File: src/rtl/fetch_ctrl_pkg.sv
// Shared types and widths for the instruction-fetch sequencing controller.
package fetch_ctrl_pkg;

  typedef enum logic [1:0] {
    ST_IDLE  = 2'd0,
    ST_RUN   = 2'd1,
    ST_FLUSH = 2'd2,
    ST_HALT  = 2'd3
  } fetch_state_t;

  localparam int FLUSH_CNT_W = 3;
  localparam int PERF_CNT_W  = 32;

endpackage

File: src/rtl/sat_counter.sv
// Saturating event counter with synchronous clear; holds at all-ones.
module sat_counter
  import fetch_ctrl_pkg::*;
#(
  parameter int W = PERF_CNT_W
) (
  input  logic         clk,
  input  logic         reset,
  input  logic         clr,
  input  logic         inc,
  output logic [W-1:0] cnt
);

  logic [W-1:0] cnt_q;
  logic [W-1:0] cnt_d;

  always_comb begin
    cnt_d = cnt_q;
    if (clr) begin
      cnt_d = '0;
    end else if (inc && (cnt_q != {W{1'b1}})) begin
      cnt_d = cnt_q + W'(1);
    end
  end

  always_ff @(posedge clk or negedge reset) begin
    if (!reset) begin
      cnt_q <= '0;
    end else begin
      cnt_q <= cnt_d;
    end
  end

  assign cnt = cnt_q;

endmodule

File: src/rtl/fetch_ctrl.sv
// Fetch-stage sequencer: start/redirect/halt/stall arbitration driving PC and IF/ID, ID/EX control.
// Optional stall/flush cycle counters are built when FETCH_PERF_CNT_EN is defined.
module fetch_ctrl
  import fetch_ctrl_pkg::*;
#(
  parameter int               WIDTH       = 32,
  parameter logic [WIDTH-1:0] RESET_PC    = '0,
  parameter int               FLUSH_DEPTH = 2
) (
  input  logic             clk,
  input  logic             reset,
  input  logic             start,
  input  logic             stall_req,
  input  logic             redirect_req,
  input  logic [WIDTH-1:0] redirect_pc,
  input  logic             halt_req,
  output logic             pc_en,
  output logic             pc_selector,
  output logic [WIDTH-1:0] jmp_pc,
  output logic             if_id_en,
  output logic             if_id_flush,
  output logic             id_ex_flush,
`ifdef FETCH_PERF_CNT_EN
  output logic [PERF_CNT_W-1:0] stall_cycles,
  output logic [PERF_CNT_W-1:0] flush_cycles,
`endif
  output logic             halted
);

  localparam logic [FLUSH_CNT_W-1:0] FLUSH_LOAD = FLUSH_CNT_W'(FLUSH_DEPTH - 1);

  fetch_state_t           state_q, state_d;
  logic [FLUSH_CNT_W-1:0] cnt_q, cnt_d;
  logic [WIDTH-1:0]       jmp_pc_q, jmp_pc_d;

  always_comb begin
    state_d     = state_q;
    cnt_d       = cnt_q;
    jmp_pc_d    = jmp_pc_q;
    pc_en       = 1'b0;
    pc_selector = 1'b0;
    if_id_en    = 1'b0;
    if_id_flush = 1'b1;
    id_ex_flush = 1'b1;
    halted      = 1'b0;
    case (state_q)
      ST_IDLE: begin
        if (start) begin
          jmp_pc_d = RESET_PC;
          cnt_d    = FLUSH_LOAD;
          state_d  = ST_FLUSH;
        end
      end
      ST_RUN: begin
        pc_en       = 1'b1;
        if_id_en    = 1'b1;
        if_id_flush = 1'b0;
        id_ex_flush = 1'b0;
        if (redirect_req) begin
          jmp_pc_d = redirect_pc;
          cnt_d    = FLUSH_LOAD;
          state_d  = ST_FLUSH;
        end else if (halt_req) begin
          state_d = ST_HALT;
        end else if (stall_req) begin
          // Combinational stall: freeze fetch and bubble EX in this very cycle
          pc_en       = 1'b0;
          if_id_en    = 1'b0;
          id_ex_flush = 1'b1;
        end
      end
      ST_FLUSH: begin
        if_id_en = 1'b1;
        // Counter still at its load value only in the first FLUSH cycle
        if (cnt_q == FLUSH_LOAD) begin
          pc_selector = 1'b1;
          pc_en       = 1'b1;
        end
        if (cnt_q == '0) begin
          state_d = ST_RUN;
        end else begin
          cnt_d = cnt_q - FLUSH_CNT_W'(1);
        end
      end
      ST_HALT: begin
        halted = 1'b1;
        if (start) begin
          jmp_pc_d = RESET_PC;
          cnt_d    = FLUSH_LOAD;
          state_d  = ST_FLUSH;
        end
      end
      default: state_d = ST_IDLE;
    endcase
  end

  always_ff @(posedge clk or negedge reset) begin
    if (!reset) begin
      state_q  <= ST_IDLE;
      cnt_q    <= '0;
      jmp_pc_q <= RESET_PC;
    end else begin
      state_q  <= state_d;
      cnt_q    <= cnt_d;
      jmp_pc_q <= jmp_pc_d;
    end
  end

  assign jmp_pc = jmp_pc_q;

`ifdef FETCH_PERF_CNT_EN
  logic start_acc;
  logic stall_applied;
  logic flush_active;

  assign start_acc     = start && ((state_q == ST_IDLE) || (state_q == ST_HALT));
  assign stall_applied = (state_q == ST_RUN) && stall_req && !redirect_req && !halt_req;
  assign flush_active  = (state_q == ST_FLUSH);

  sat_counter #(.W(PERF_CNT_W)) u_stall_cnt (
    .clk   (clk),
    .reset (reset),
    .clr   (start_acc),
    .inc   (stall_applied),
    .cnt   (stall_cycles)
  );

  sat_counter #(.W(PERF_CNT_W)) u_flush_cnt (
    .clk   (clk),
    .reset (reset),
    .clr   (start_acc),
    .inc   (flush_active),
    .cnt   (flush_cycles)
  );
`endif

endmodule

File: config.mk
export PLATFORM = sky130hd
export DESIGN_NAME = fetch_ctrl
export DESIGN_NICKNAME = d
export VERILOG_FILES = /design/src/rtl/fetch_ctrl_pkg.sv /design/src/rtl/sat_counter.sv /design/src/rtl/fetch_ctrl.sv
export SDC_FILE = /design/constraint.sdc
export NUM_CORES = 1
export LEC_CHECK = 0
export BUFFER_PORTS_ARGS = -buffer_cell sky130_fd_sc_hd__buf_2
export CAP_MARGIN = 10
export CORE_MARGIN = 4
export CORE_UTILIZATION = 45
export CTS_CLUSTER_DIAMETER = 60
export DETAILED_ROUTE_END_ITERATION = 8
export PLACE_DENSITY = 0.78
export SYNTH_ARGS = -nofsm -noshare
export SYNTH_HDL_FRONTEND = slang
export SYNTH_SLANG_ARGS = --single-unit
export TNS_END_PERCENT = 100
File: constraint.sdc
create_clock -name clk -period 1.75 [get_ports clk]
set_input_delay 0.35 -clock clk [delete_from_list [all_inputs] [get_ports clk]]
set_output_delay 0.35 -clock clk [all_outputs]
set_load 0.02 [all_outputs]
After elaboration in Yosys (flattened, before gate mapping)
Index checks and enable logic that the tools add are counted.
- bits in registers: 37
- bits in latches: 0
- memory bits (writable): 0
- ROM bits: 0
- input port bits: 38
- output and inout bits: 38
- logic and storage cells: 45
- memories kept: 0
- add/subtract/negate cells: 1
- multiply operators: 0
- divide/modulo/power cells: 0
- order comparisons: 0
- eq/ne operators: 9
- shift-type cells: 0
- multiplexer cells: 25
- bitwise gates (word level): 0
- reduce and logical (&&, ||, !) cells: 7
- operators by type and width (cell ; number):
    two-way mux 32 bit ; 2
    one-hot mux 32 bit (2 select lines) ; 1
    two-way mux 1 bit ; 11
    two-way mux 3 bit ; 3
    one-hot mux 3 bit (3 select lines) ; 1
    AND reduction 3 bit ; 3
    two-way mux 2 bit ; 4
    inequality test 2 bit, second input constant ; 3
    one-hot mux 2 bit (3 select lines) ; 1
    == test 2 bit, second input constant ; 2
    one-hot mux 1 bit (2 select lines) ; 2
    == test 3 x 1 -> 1 bit, second input constant ; 1
    zero test 3 bit ; 1
    inequality test 3 bit, second input constant ; 1
    subtractor 3 x 1 -> 3 bit, second input constant ; 1
    == test 2 x 1 -> 1 bit, second input constant ; 1
    zero test 2 bit ; 1
    inequality test 2 x 1 -> 1 bit, second input constant ; 1
    nonzero test 2 bit ; 1
    OR reduction 2 bit ; 1

Longest topological paths before layout
Gate-level depths: netlist (run 1).
- depth after elaboration: 4
- gate-level depth with buffers: 6
- gate-level depth less buffers: 6

Worst setup path before layout (run 1)
No wires, ideal clock.
- path kind: reg2reg
- from: register state_q[0]
- to: register jmp_pc_q[0] (netlist: jmp_pc[0])
- library setup time: 0.121 ns
- arrival: 1.435 ns
- data required time: 1.629 ns
- path slack: 0.194 ns
- stages on the path, launching flop included: 7
- path buffers: 1
- clock period less this slack: 1.556 ns
- cell sequence: dfrtp_1 inv_1 ha_1 mux2_4 nand2_4 buf_6 a22o_1
- longest elaborated chain between the ends: 4
- elaborated cells on any way between the ends: 9
- those cells by class: eq/ne: 4; mux: 1; reduce/logical: 4
- RTL lines (what ; RTL line ; text):
    start, declared ; fetch_ctrl.sv:32 ; fetch_state_t state_q, state_d;
    start signal, assigned ; fetch_ctrl.sv:103 ; state_q <= state_d;
    == test 2 bit or zero test 2 bit (tied branches) ; fetch_ctrl.sv:46 ; case (state_q)
    OR reduction 2 bit (no source line) ; n/a ;
    inequality test 2 x 1 -> 1 bit (no source line) or nonzero test 2 bit (tied branches) ; n/a ;
    AND reduction 3 bit (no source line) ; n/a ;
    end signal, assigned ; fetch_ctrl.sv:105 ; jmp_pc_q <= jmp_pc_d;
    end, declared ; fetch_ctrl.sv:34 ; logic [WIDTH-1:0] jmp_pc_q, jmp_pc_d;
Several ways; a longest one is shown, not always the timed one.
A chain may end at the register's enable or synchronous reset.

Worst setup path after layout (run 1)
- from: register state_q[1]
- to: output port pc_en
- longest elaborated chain between the ends: 2
- elaborated cells on any way between the ends: 3
- those cells by class: eq/ne: 2; mux: 1
- RTL lines (what ; RTL line ; text):
    == test 2 bit or == test 2 x 1 -> 1 bit (tied branches) ; fetch_ctrl.sv:46 ;
    one-hot mux 1 bit (2 select lines) (*) ; fetch_ctrl.sv:46 ;
    end, declared ; fetch_ctrl.sv:17 ; output logic pc_en,
Mark *: on every way between the ends. The rest lies on a longest branch, timed or not.

==> impl_metrics.yaml, run 1 <==
finish:
  syn2layout_area_growth_pct: 41.0
  finish.utilization_pct: 66.5
  fillerInstances: 284
  regArea_um2: 926
  fin_nets: 251
  drive_gt1_share_pct: 51.5
  final_common_cell: "buf_2"
  multiInputGateArea_um2: 652
  n_antenna_cell: 0
  final_cell_mix: "buf_2 (70), dfrtp_1 (37), a22o_1 (32), buf_4 (14), clkbuf_4 (5)"
floorplanning:
  start_util_pct: 47.1
  fp.dieArea_um2: 4540
  fp-row-count: 21
  die_y_um: 67.4
  core_um2: 3360
  die-width_um: 67.4
  ioPinCount: 76
sta:
  tns_ps: -77.4
  max_freq_mhz: 550
  setup_violations: 2
  fin_worst_skew_ps: 8.16
  fin_crit_sh_pct: 104
  fin_crit_ps: 1820
  worst_slack_ps: -69.8
  tightest_slew_ps: 452
  final_max_slew_viol_count: 0
  rsz0062_at_grt: "yes"
  finalHoldViolations: 0
  relSlewSlack_pct: 69.9
worst_setup_path:
  crit_path_end_kind: "output pin"
  cp-start-kind: "flip-flop"
  required_ps: 1400
  critical_path_class: "reg2out"
  cp.arrival_ps: 1470
  cp_max_fo: 6
grt:
  gr-total-overflow: 0
  grtUsageTotal_pct: 17.6
  antenna_found_initial: 0
  grt_max_degree: 38
  grt_pass1_vias: 1306
  grt_pass1_wl_um: 6000
clocking:
  hold_buffers: 0
  root_buffer: "clkbuf_4"
  cts_htree_levels: 2
  cts_inserted_buffers: 5
  clk_pin_slew_ps: 110
  clock_path_buffers: 2
  clk_latency_ps: 330
  cts_sinks: 37
  cts_tree: "built"
yosys:
  async_flop_share_pct: 100
  synthFlopType: "dfrtp_1"
  ys_seq_elements: 37
  ys_types: 24
  synth-edff-count: 0
  yosysWarnings: 0
  synthesis.area_um2: 1590
  avgSynthCellArea_um2: 13.5
  synth-seq-area-share_pct: 58.4
  syn_nets: 163
  synthCells: 117
detailed_routing:
  drtIter0Drc: 79
  wl_um: 3910
  first_pass_iters: 4
  vias_per_cell: 5.08
  drc: 0
  vias: 1279
  wire_per_inst_um: 15.5
  final_antenna_net_count: 0
power_and_ir_drop:
  leakage_uw: 0.00123
  power_uw: 4440
  powerDensity_nw_per_um2: 1990
  ir_drop_uv: 1400
status:
  status: "finished with violations"
  violations: "negative setup slack"
flow_run:
  cap_violations: 0
hold_path:
  worst_hold_path_type: "in2async"
placed_design:
  io_buffers: 75
  gp_routability_congestion: 0.824
  hpwl_um: 2680
-- Yosys cell counts (2+ instances only) --
library cell  number  area (µm²)
a22o_1            32         280
a31oi_1            2        12.5
buf_2              3        15.0
buf_6              3        33.8
dfrtp_1           37         926
ha_1               8         100
inv_1              7        26.3
mux2i_1            3        30.0
nand2_1            4        15.0
nand2b_1           3        18.8
nor2_1             2        7.51
-- registers in the layout, summed over array words and instances (netlist names) --
| register | count |
|---|---|
| cnt_q | 3 |
| jmp_pc | 32 |
| state_q | 2 |
-- where the power goes --
group / leakage, µW / internal (µW) / switching, µW
registers: 0.000500 / 1180 / 182
logic: 0.000683 / 1050 / 1420
clock network: 0.0000455 / 341 / 271
total: 0.00123 / 2570 / 1870
-- kinds of logic after synthesis --
family                   count (synthesis)  synth area share (%)
AO/OA/AOI/OAI                           39                  21.0
flip-flops                              37                  58.4
AND/OR/NAND/NOR                         15                  6.00
buffers and inverters                   13                  4.74
adder cells (fa/ha/maj)                  8                  6.31
multiplexers                             5                  3.55
-- worst max-delay path, stage by stage (launching register included) --
cell     delay (ps)
dfrtp_1         440
buf_6           140
ha_4            170
a32oi_1         180
nor2_1           60
buf_4           150
-- what timing repair did --
action,4_1_cts,5_1_grt
gates resized for setup,15,6
setup buffers,9,0
setup endpoints to repair,35,37
pin swaps,5,2
gates cloned,0,0
-- per-layer routing --
layer  vias up  wire (µm)  global-route usage (%)
met5         -          0                       0
met1       610       1690                    21.6
li1        610          -                       -
met2        54       1810                    28.6
met3         5        368                    6.66
met4         0         38                    5.32
-- stage by stage --
stage / setup WS [ps] / hold slack [ps] / instances / instance area [µm²]
after global placement: 49.6 / 408 / 236 / 2000
after global routing: -158 / 72.1 / 252 / 2240
after detailed placement: -30.5 / 420 / 236 / 2000
after CTS: -93.4 / 40.2 / 252 / 2200
after floorplan: 194 / 54.4 / 117 / 1590
final: -69.8 / 43.7 / 252 / 2240
-- layout make-up --
type,instances,area share (%)
well taps,46,2.57
repair buffers,87,21.9
flip-flops and latches,37,41.4
inverters,7,1.18
clock buffers,7,2.46
multi-input cells,67,29.2
clock inverters,1,1.34
-- path summary, 6_finish.rpt --
check / startpoint / endpoint / slack (ps) / cells after the start
hold / removal: reset / jmp_pc[29] / 40 / 2
max in group asynchronous: reset / jmp_pc[25] / 1390 / 2
setup reg to reg: state_q[1] / cnt_q[0] / 80 / 6
hold reg to reg: jmp_pc[20] / jmp_pc[20] / 510 / 1
setup / recovery: state_q[1] / pc_en / -70 / 5
min in group clk: redirect_pc[24] / jmp_pc[24] / 220 / 2
Note: power is estimated with default switching activity, not from simulation.
==> inputs of run 2 (changes only) <==
--- a/config.mk
+++ b/config.mk
@@ -7,6 +7,7 @@
 export LEC_CHECK = 0
 export BUFFER_PORTS_ARGS = -buffer_cell sky130_fd_sc_hd__buf_2
 export CAP_MARGIN = 10
+export CORE_ASPECT_RATIO = 0.5
 export CORE_MARGIN = 4
 export CORE_UTILIZATION = 45
 export CTS_CLUSTER_DIAMETER = 60
==> constraint.sdc (replaced) <==
create_clock -name clk -period 1.7 [get_ports clk]
set_input_delay 0.34 -clock clk [delete_from_list [all_inputs] [get_ports clk]]
set_output_delay 0.34 -clock clk [all_outputs]
set_load 0.02 [all_outputs]
==> impl_metrics.yaml, run 2 (same netlist as run 1, synthesis figures left out) <==
status:
  status: "finished with violations"
  violations: "negative setup slack"
sta:
  rsz0062_at_grt: "yes"
  fin_crit_ps: 1780
  fin_crit_sh_pct: 105
  holdWs_ps: 21.6
  finalHoldViolations: 0
  relSlewSlack_pct: 65.8
  worst_slack_ps: -83.5
  fin_worst_skew_ps: 3.43
  tightest_slew_ps: 514
  setup_violations: 2
  max_freq_mhz: 561
  final_max_slew_viol_count: 0
floorplanning:
  die-width_um: 91.9
  fp-row-count: 14
  fp.dieArea_um2: 4590
  die_y_um: 50.0
  ioPinCount: 76
  start_util_pct: 49.7
  core_um2: 3190
detailed_routing:
  first_pass_iters: 4
  wl_um: 4260
  wire_per_inst_um: 16.8
  vias_per_cell: 5.09
  vias: 1293
  drc: 0
  final_antenna_net_count: 0
  drtIter0Drc: 44
clocking:
  clk_pin_slew_ps: 70
  cts_inserted_buffers: 5
  cts_tree: "built"
  root_buffer: "clkbuf_8"
  clk_latency_ps: 280
  cts_htree_levels: 2
  hold_buffers: 0
  clock_path_buffers: 2
  cts_sinks: 37
finish:
  syn2layout_area_growth_pct: 44.7
  stdcell_count: 254
  n_antenna_cell: 0
  drive_gt1_share_pct: 53.4
  largest_reg_flops: 32
  final_common_cell: "buf_2"
  fin_nets: 252
  fillerInstances: 240
  final_cell_mix: "buf_2 (69), dfrtp_1 (37), a22o_1 (32), buf_4 (10), buf_6 (8)"
worst_setup_path:
  worstRegToRegCells: 5
  crit_start: "state_q[1]"
  crit_path_end_kind: "output pin"
  required_ps: 1360
  cp.arrival_ps: 1440
  r2r-start: "state_q[1]"
  cp_max_fo: 6
  r2r_slack_ps: 80
  cp-start-kind: "flip-flop"
  r2r_end: "jmp_pc[20]"
  critical_path_class: "reg2out"
hold_path:
  worst_hold_path_type: "in2async"
grt:
  antenna_found_initial: 0
  grt_pass1_wl_um: 6560
  gr-total-overflow: 0
  grt_max_degree: 33
  grt_pass1_vias: 1328
  grtUsageTotal_pct: 18.4
flow_run:
  cap_violations: 0
placed_design:
  gp_routability_congestion: 0.844
  io_buffers: 75
  hpwl_um: 2840
  dp.cells: 241
power_and_ir_drop:
  ir_drop_uv: 1350
  powerDensity_nw_per_um2: 2040
  leakage_uw: 0.00124
==> run 2: timing repair <==
action / 4_1_cts / 5_1_grt
endpoints found under the setup margin: 35 / 6
resized for setup: 17 / 12
setup buffers: 6 / 1
pin swaps: 2 / 1
==> run 2: how the worst max path moves through the flow <==
stage | end | slack [ps] | depth (start not counted)
final | pc_en | -80 | 5
after global routing | pc_en | -130 | 5
after CTS | pc_en | -80 | 5
after detailed placement | jmp_pc[20] | -40 | 5
after global placement | jmp_pc[4] | 50 | 5
after floorplan | jmp_pc[0] | 140 | 6
==> run 2: cell type report <==
cell class / count / area, µm² / share of cell area (%)
flip-flops and latches: 37 / 926 / 40.4
multi-input cells: 67 / 658 / 28.7
repair buffers: 88 / 531 / 23.1
clock buffers: 6 / 82.6 / 3.60
well taps: 48 / 60.1 / 2.62
inverters: 7 / 28.8 / 1.25
clock inverters: 1 / 7.51 / 0.327
==> run 2: layer usage <==
metal | track usage, % | part of all wire [%]
met2 | 32.2 | 53
met3 | 4.71 | 4.3
met4 | 4.68 | 0.63
met5 | 0 | 0
met1 | 22.8 | 42
==> run 2: power by group <==
group          total (µW)  internal, µW  leakage [µW]  switching [µW]
logic                2650          1150      0.000696            1500
clock network         622           320     0.0000433             302
registers            1410          1210      0.000500             201
==> run 2: critical path: stages, from the launching register on <==
cell     delay [ps]
dfrtp_1         430
buf_6           150
ha_4            170
a32oi_2         220
nor2_2           60
buf_6           130
==> run 2: metrics by stage <==
step / setup WS [ps] / setup TNS [ps] / area [µm²] / util, % / power, µW
final: -83.5 / -143 / 2290 / 71.9 / 4690
after global routing: -131 / -297 / 2290 / 71.9 / 4980
after CTS: -79.2 / -105 / 2240 / 70.4 / 4550
after detailed placement: -44.5 / -210 / 2040 / 63.9 / 3620
after global placement: 49.4 / 0 / 2040 / 63.9 / 3550
after floorplan: 144 / 0 / 1590 / - / 3000
==> inputs of run 3 (changes only) <==
--- a/config.mk
+++ b/config.mk
@@ -7,12 +7,13 @@
 export LEC_CHECK = 0
 export BUFFER_PORTS_ARGS = -buffer_cell sky130_fd_sc_hd__buf_2
 export CAP_MARGIN = 10
-export CORE_ASPECT_RATIO = 0.5
+export CELL_PAD_IN_SITES_DETAIL_PLACEMENT = 0
+export CELL_PAD_IN_SITES_GLOBAL_PLACEMENT = 2
 export CORE_MARGIN = 4
-export CORE_UTILIZATION = 45
+export CORE_UTILIZATION = 28
 export CTS_CLUSTER_DIAMETER = 60
 export DETAILED_ROUTE_END_ITERATION = 8
-export PLACE_DENSITY = 0.78
+export PLACE_DENSITY_LB_ADDON = 0.1
 export SYNTH_ARGS = -nofsm -noshare
 export SYNTH_HDL_FRONTEND = slang
 export SYNTH_SLANG_ARGS = --single-unit
==> impl_metrics.yaml, run 3 (same netlist as run 1, synthesis figures left out) <==
worst_setup_path:
  required_ps: 1360
  cp_cell_sequence: "inv_2 -> ha_4 -> a32oi_2 -> nor2_1 -> buf_4"
  cp-start-kind: "flip-flop"
  crit_path_end_kind: "output pin"
  cp_slowest_cell: "dfrtp_1"
  cp.arrival_ps: 1350
  max_stage_delay_ps: 410
  critical_path_class: "reg2out"
  cp_max_fo: 8
  worstRegToRegCells: 6
power_and_ir_drop:
  swShare_pct: 42.9
  power_uw: 4520
  p_clk_share_pct: 12.6
  cellInternalPower_uw: 2580
  p_switching_uw: 1940
  comb_power_share_pct: 56.2
  ir_drop_uv: 1060
  powerDensity_nw_per_um2: 1980
  seqPwrFrac_pct: 31.2
  leakage_uw: 0.00123
clocking:
  root_buffer: "clkbuf_8"
  clock_path_buffers: 2
  cts_tree: "built"
  cts_sinks: 37
  cts_htree_levels: 2
  clk_latency_ps: 280
  cts_inserted_buffers: 5
  clk_pin_slew_ps: 70
floorplanning:
  die_y_um: 83.2
  die-width_um: 83.2
  core_um2: 5510
  ioPinCount: 76
  fp-row-count: 27
  start_util_pct: 28.8
  fp.dieArea_um2: 6930
sta:
  worst_slack_ps: 5.14
  relSlewSlack_pct: 59.4
  setup_violations: 0
  finalHoldViolations: 0
  fin_crit_ps: 1690
  fin_worst_skew_ps: 2.23
  rsz0062_at_grt: "yes"
  fin_crit_sh_pct: 99.7
  holdWs_ps: 68.2
  final_max_slew_viol_count: 0
  tightest_slew_ps: 609
  max_freq_mhz: 590
placed_design:
  io_buffers: 75
  gp_routability_congestion: 0.739
  place_ws_ps: -27.3
  hpwl_um: 2980
  dpl-instance-area_um2: 2040
  dp.cells: 263
finish:
  stdcell_count: 278
  syn2layout_area_growth_pct: 44.3
  fin_nets: 251
  final_common_cell: "buf_2"
  finalInstanceArea_um2: 2290
  largest_reg_flops: 32
  drive_gt1_share_pct: 53.9
  final_cell_mix: "buf_2 (70), dfrtp_1 (36), a22o_1 (32), buf_4 (13), clkbuf_8 (5)"
  n_antenna_cell: 0
grt:
  grt_pass1_vias: 1461
  grt_pass1_wl_um: 7010
  antenna_found_initial: 0
  grtUsageTotal_pct: 12.3
  gr-total-overflow: 0
  grt_max_degree: 33
detailed_routing:
  drc: 0
  vias_per_cell: 4.67
  vias: 1298
  drtIter0Drc: 27
  wire_per_inst_um: 15.0
  first_pass_iters: 3
  wl_um: 4160
  final_antenna_net_count: 0
hold_path:
  worst_hold_path_type: "in2async"
flow_run:
  cap_violations: 0
status:
  status: "complete, no violations"
run 3: cell types whose count changed in the layout (fill, tap and decap cells not counted), sizes merged:
cell	previous run	this run
clkinv	0	2
clkinvlp	1	0
buf	88	87
run 3: worst max-delay path: cells and delay by family, from the launching register on:
| kind | cells | cell delay, ps |
|---|---|---|
| flip-flops | 1 | 410 |
| buffers and inverters | 2 | 270 |
| adder cells (fa/ha/maj) | 1 | 200 |
| AND/OR/NAND/NOR | 1 | 100 |
| AO/OA/AOI/OAI | 1 | 100 |
run 3: power groups by stage:
stage          clock [µW]  combinational (µW)  sequential, µW
3_3_place_gp            0                2160            1410
3_5_place_dp            0                2170            1410
5_1_grt               629                2760            1450
6_report              571                2540            1410
4_1_cts               604                2430            1410
2_1_floorplan           0                1230            1770
run 3: what timing repair did:
| item | CTS | global route |
|---|---|---|
| endpoints found under the setup margin | 35 | 37 |
| hold buffers | 0 | 0 |
| pin swaps | 3 | 2 |
| setup buffers | 6 | 2 |
| resized for setup | 18 | 11 |
run 3: through the flow:
stage	TNS, ps	util, %
floorplan	0	-
global placement	0	37.0
detailed placement	-358	37.0
CTS	-128	40.5
global route	-64.9	41.5
finish	0	41.5
run 3: layout make-up:
class,count,area (µm²)
flip-flops and latches,37,927
inverters,7,26.3
clock inverters,2,10.0
multi-input cells,67,659
well taps,72,90.1
clock buffers,6,72.6
fillers,559,3220
repair buffers,87,502
run 3: routing by layer:
metal	wire, µm	track usage (%)	vias up
met5	0	0	-
met4	48	4.46	0
met3	241	3.97	5
met2	2070	20.3	43
met1	1800	15.1	643
li1	-	-	607
run 3: worst paths after layout:
check                                start    endpoint  slack [ps]
setup / recovery                state_q[0]       pc_en           5
hold / removal                       reset   jmp_pc[5]          70
setup reg to reg                state_q[1]  jmp_pc[23]          80
hold reg to reg                 jmp_pc[29]  jmp_pc[29]         500
max in group asynchronous            reset  jmp_pc[16]        1100
min in group clk           redirect_pc[19]  jmp_pc[19]         270
